File: config.mk
export PLATFORM = sky130hd
export DESIGN_NAME = reg_wr_arbiter
export DESIGN_NICKNAME = d
export VERILOG_FILES = /design/src/rtl/reg_wr_arbiter.sv
export SDC_FILE = /design/constraint.sdc
export NUM_CORES = 1
export LEC_CHECK = 0
export CORE_AREA = 2 2 104 106
export CTS_CLUSTER_DIAMETER = 40
export CTS_CLUSTER_SIZE = 40
export DETAILED_ROUTE_END_ITERATION = 7
export DIE_AREA = 0 0 106 108
export PLACE_DENSITY = 0.8
export SYNTH_ARGS = -nofsm -noshare
export SYNTH_HDL_FRONTEND = slang
export SYNTH_SLANG_ARGS = --single-unit
File: constraint.sdc
create_clock -name clk -period 2.5 [get_ports clk]
set_input_delay 0.375 -clock clk [delete_from_list [all_inputs] [get_ports clk]]
set_output_delay 0.375 -clock clk [all_outputs]
set_load 0.005 [all_outputs]
File: src/rtl/reg_wr_arbiter.sv
// reg_wr_arbiter: shares the single register-file write port between the
// ALU writeback (requester 0) and the load unit (requester 1).
//
// Ports:
//   clk, rst_n                 clock (rising edge), async active-low reset
//   req0_valid/addr/data       ALU writeback request
//   req0_ready                 combinational grant to requester 0
//   req1_valid/addr/data       load-unit writeback request
//   req1_ready                 combinational grant to requester 1
//   wr_en/write_addr/write_data registered register-file write, 1 cycle after grant
//   pc_load/pc_value           registered one-cycle pulse for writes to PC_ADDR
//   pending_mask               registers with a write waiting or in flight
//   conflict_cnt               saturating count of cycles with both requests valid
module reg_wr_arbiter #(
  parameter int DATA_W  = 32,
  parameter int ADDR_W  = 4,
  parameter int PC_ADDR = 15
) (
  input  logic                 clk,
  input  logic                 rst_n,
  input  logic                 req0_valid,
  input  logic [ADDR_W-1:0]    req0_addr,
  input  logic [DATA_W-1:0]    req0_data,
  output logic                 req0_ready,
  input  logic                 req1_valid,
  input  logic [ADDR_W-1:0]    req1_addr,
  input  logic [DATA_W-1:0]    req1_data,
  output logic                 req1_ready,
  output logic                 wr_en,
  output logic [ADDR_W-1:0]    write_addr,
  output logic [DATA_W-1:0]    write_data,
  output logic                 pc_load,
  output logic [DATA_W-1:0]    pc_value,
  output logic [2**ADDR_W-1:0] pending_mask,
  output logic [15:0]          conflict_cnt
);

  typedef enum logic {
    LAST_REQ0 = 1'b0,
    LAST_REQ1 = 1'b1
  } grant_e;

  grant_e              last_grant;
  logic                any_grant;
  logic [ADDR_W-1:0]   gnt_addr;
  logic [DATA_W-1:0]   gnt_data;
  logic                gnt_is_pc;

  // On a conflict the requester that did not win last time goes first, so
  // neither side ever waits more than one cycle.
  always_comb begin
    req0_ready = req0_valid && (!req1_valid || (last_grant == LAST_REQ1));
    req1_ready = req1_valid && (!req0_valid || (last_grant == LAST_REQ0));
    any_grant  = req0_ready || req1_ready;
    gnt_addr   = req0_ready ? req0_addr : req1_addr;
    gnt_data   = req0_ready ? req0_data : req1_data;
    gnt_is_pc  = (gnt_addr == ADDR_W'(PC_ADDR));
  end

  always_ff @(posedge clk or negedge rst_n) begin
    if (!rst_n) begin
      last_grant   <= LAST_REQ1;
      wr_en        <= 1'b0;
      write_addr   <= '0;
      write_data   <= '0;
      pc_load      <= 1'b0;
      pc_value     <= '0;
      conflict_cnt <= '0;
    end else begin
      wr_en   <= 1'b0;
      pc_load <= 1'b0;
      if (any_grant) begin
        last_grant <= req0_ready ? LAST_REQ0 : LAST_REQ1;
        if (gnt_is_pc) begin
          pc_load  <= 1'b1;
          pc_value <= gnt_data;
        end else begin
          wr_en      <= 1'b1;
          write_addr <= gnt_addr;
          write_data <= gnt_data;
        end
      end
      if (req0_valid && req1_valid && (conflict_cnt != '1))
        conflict_cnt <= conflict_cnt + 16'd1;
    end
  end

  // Waiting requests plus the write currently on the output stage.
  always_comb begin
    pending_mask = '0;
    if (req0_valid && !req0_ready) pending_mask[req0_addr]  = 1'b1;
    if (req1_valid && !req1_ready) pending_mask[req1_addr]  = 1'b1;
    if (wr_en)                     pending_mask[write_addr] = 1'b1;
    if (pc_load)                   pending_mask[PC_ADDR]    = 1'b1;
  end

endmodule
==> results.toml <==
[final_layout]
finalNonFillerCells = 694
nNetsFinal = 631
multiInputGateArea_um2 = 2190
layout-drive-gt1-share_pct = 28.9
postLayoutCoreUtil_pct = 66.2
fill_cells = 772
syn_to_final_growth_pct = 51.3
n_antenna_cell = 0
regArea_um2 = 2180

[synth]
synth-edff-count = 0
ys_warn_count = 0
yosysTopAreaCell = "dfrtp_1"
syn_area_per_cell_um2 = 12.5
netlist_top_cells_area = "dfrtp_1, mux2_2, mux2_4"
yosysMostFrequentCell = "dfrtp_1"
synth_nets = 434
yosysSeqAreaShare_pct = 48.6
synth_common_cells = "dfrtp_1, mux2_2, nand2_1"
synthArstFlopShare_pct = 100
ys_ff_latch = 87
synthCells = 357
synth_top_area_share_pct = 48.0
yosys_most_used_dff = "dfrtp_1"
synthesis.area_um2 = 4480
synth.distinct_cells = 52

[power_and_ir_drop]
p_per_area_nw_per_um2 = 653
ir_worst_vdd_mv = 0.392
leakagePower_nw = 2.94
power_mw = 4.42

[min_path]
hold_class = "primary input to async pin"

[grt]
grt.total_usage_pct = 21.7
grt_overflow = 0
first_global_vias = 3861
antenna_found_initial = 0
grt_pass1_wl_um = 19400
grt_max_degree = 43

[critical_path]
rr_startpoint = "last_grant$_DFFE_PN1P_"
cp.arrival_ns = 2.11
crit_fanout = 6
cp.required_ns = 2.12
reg2regPathDepth = 7
r2r-end = "pc_value[29]$_DFFE_PN0P_"
end_kind = "output pin"
path_class = "register to output pin"
r2r_slack_ns = 0.45
crit_path_start_kind = "register"

[placed_design]
placedCellCount = 677
routabilityCongestion = 0.965
port_buffers = 179
hpwl_um = 9120

[clock_network]
clk_latency_ns = 0.34
cts-root-buf = "clkbuf_8"
cts_max_level = 3
numCtsBuffers = 9
cts_tree = "built"
path_clk_slew_ns = 0.08
cts_sinks = 87
clock_path_buffers = 2

[route]
vias = 3718
drtAntennaViolNets = 0
drt-total-wl_um = 12300
drc_errors = 0
post_drt_via_cell_ratio = 5.36
drt_iter0_drc = 123
routedWlPerCell_um = 17.7
dr.pass1.iters = 4

[outcome]
status = "finished clean"

[timing]
maxSlewViolCount = 0
setup_viol = 0
skew_ns = 0.00825
slew-limit-headroom_pct = 63.6
worstMarginPinSlew_ns = 0.546
fin_crit_sh_pct = 99.3
whs_ns = 0.0149
post-route-min-period_ns = 2.48
finalHoldViolations = 0
fmax_mhz = 403

[floorplan]
initial_core_util_pct = 43.8
io_pins = 180
die_x_um = 106
die_h_um = 108
dieArea_um2 = 11400
num_rows = 37
coreArea_um2 = 10200

[job]
cap_violations = 0
## through the flow
step | TNS (ns) | instance area (um2) | worst slack (ns)
floorplan | 0 | 4480 | 0.603
global placement | -2.51 | 6530 | -0.288
detailed placement | -2.96 | 6530 | -0.328
CTS | -0.0102 | 6720 | -0.0102
global route | -0.0763 | 6780 | -0.0475
finish | 0 | 6780 | 0.0180
## cell usage in the layout, fill, tap and decap left out, types with 6 or more instances in the layout
master           Yosys  routed
dlygate4sd2_1        0      13
clkbuf_8             0       9
mux2_4              18      18
nor3_1               6       6
nand2b_1             7       7
nand3_1             15      14
dlymetal6s2s_1       0       6
dfrtp_1             86      86
nor2_1               9       9
nand2_1             22      22
mux2_1               6       6
xor2_1              12      12
clkdlybuf4s50_1      0     157
buf_4                1      26
o21ai_0             10       8
mux2_2              80      80
## registers in the layout, indices dropped and copies added (netlist names)
signal,cells
wr_en,1
conflict_cnt,16
pc_value,32
write_data,32
last_grant,1
pc_load,1
write_addr,4
## worst max-delay path by stage
stage	start	endpoint	slack (ns)	cells after the start
final	last_grant$_DFFE_PN1P_	pending_mask[11]	0.02	7
after detailed placement	req1_valid	pending_mask[8]	-0.33	7
after CTS	last_grant$_DFFE_PN1P_	pending_mask[11]	-0.01	7
after global routing	last_grant$_DFFE_PN1P_	pending_mask[11]	-0.05	7
after floorplan	req0_addr[3]	write_data[10]$_DFFE_PN0P_	0.60	6
after global placement	req1_valid	pending_mask[13]	-0.29	6
## area by class of cell
| class | count | share of cell area [%] |
|---|---|---|
| multi-input combinational | 246 | 32.4 |
| sequential | 87 | 32.1 |
| timing repair buffer | 208 | 30.2 |
| tap | 136 | 2.51 |
| clock buffer | 11 | 1.94 |
| clock inverter | 4 | 0.702 |
| inverter | 2 | 0.111 |
## worst max-delay path, cell delays in order, from the launching register on
cell and delay, ns:
dfstp_2 0.57, buf_6 0.11, and3b_2 0.23, buf_4 0.16, and3_4 0.19, a22oi_2 0.15
o21ai_1 0.10, dlygate4sd2_1 0.27
## cells by family after synthesis
group	count (synthesis)	synth area share [%]
compound gates	31	5.03
xor+xnor	14	2.74
fa+ha+maj	1	0.279
buf+inv	24	3.41
flops	87	48.6
mux	104	27.7
simple gates	96	12.3
## layer usage
metal  share of wire, %  GRT usage, %
met4                1.6          6.58
met2                 50          36.8
met5                  0             0
met3                9.0          8.50
met1                 39          25.6
## repair_timing
item | CTS | global route
pin swaps | 0 | 2
buffers inserted | 0 | 2
gates resized for setup | 23 | 14
endpoints found under the setup margin | 16 | 6
hold buffers | 0 | 0
## where the power goes
group	internal, mW	leakage, nW	switching, mW
combinational	1.03	1.80	0.506
sequential	1.72	1.05	0.237
clock	0.455	0.0892	0.479
(Power assumes the default switching activity.)
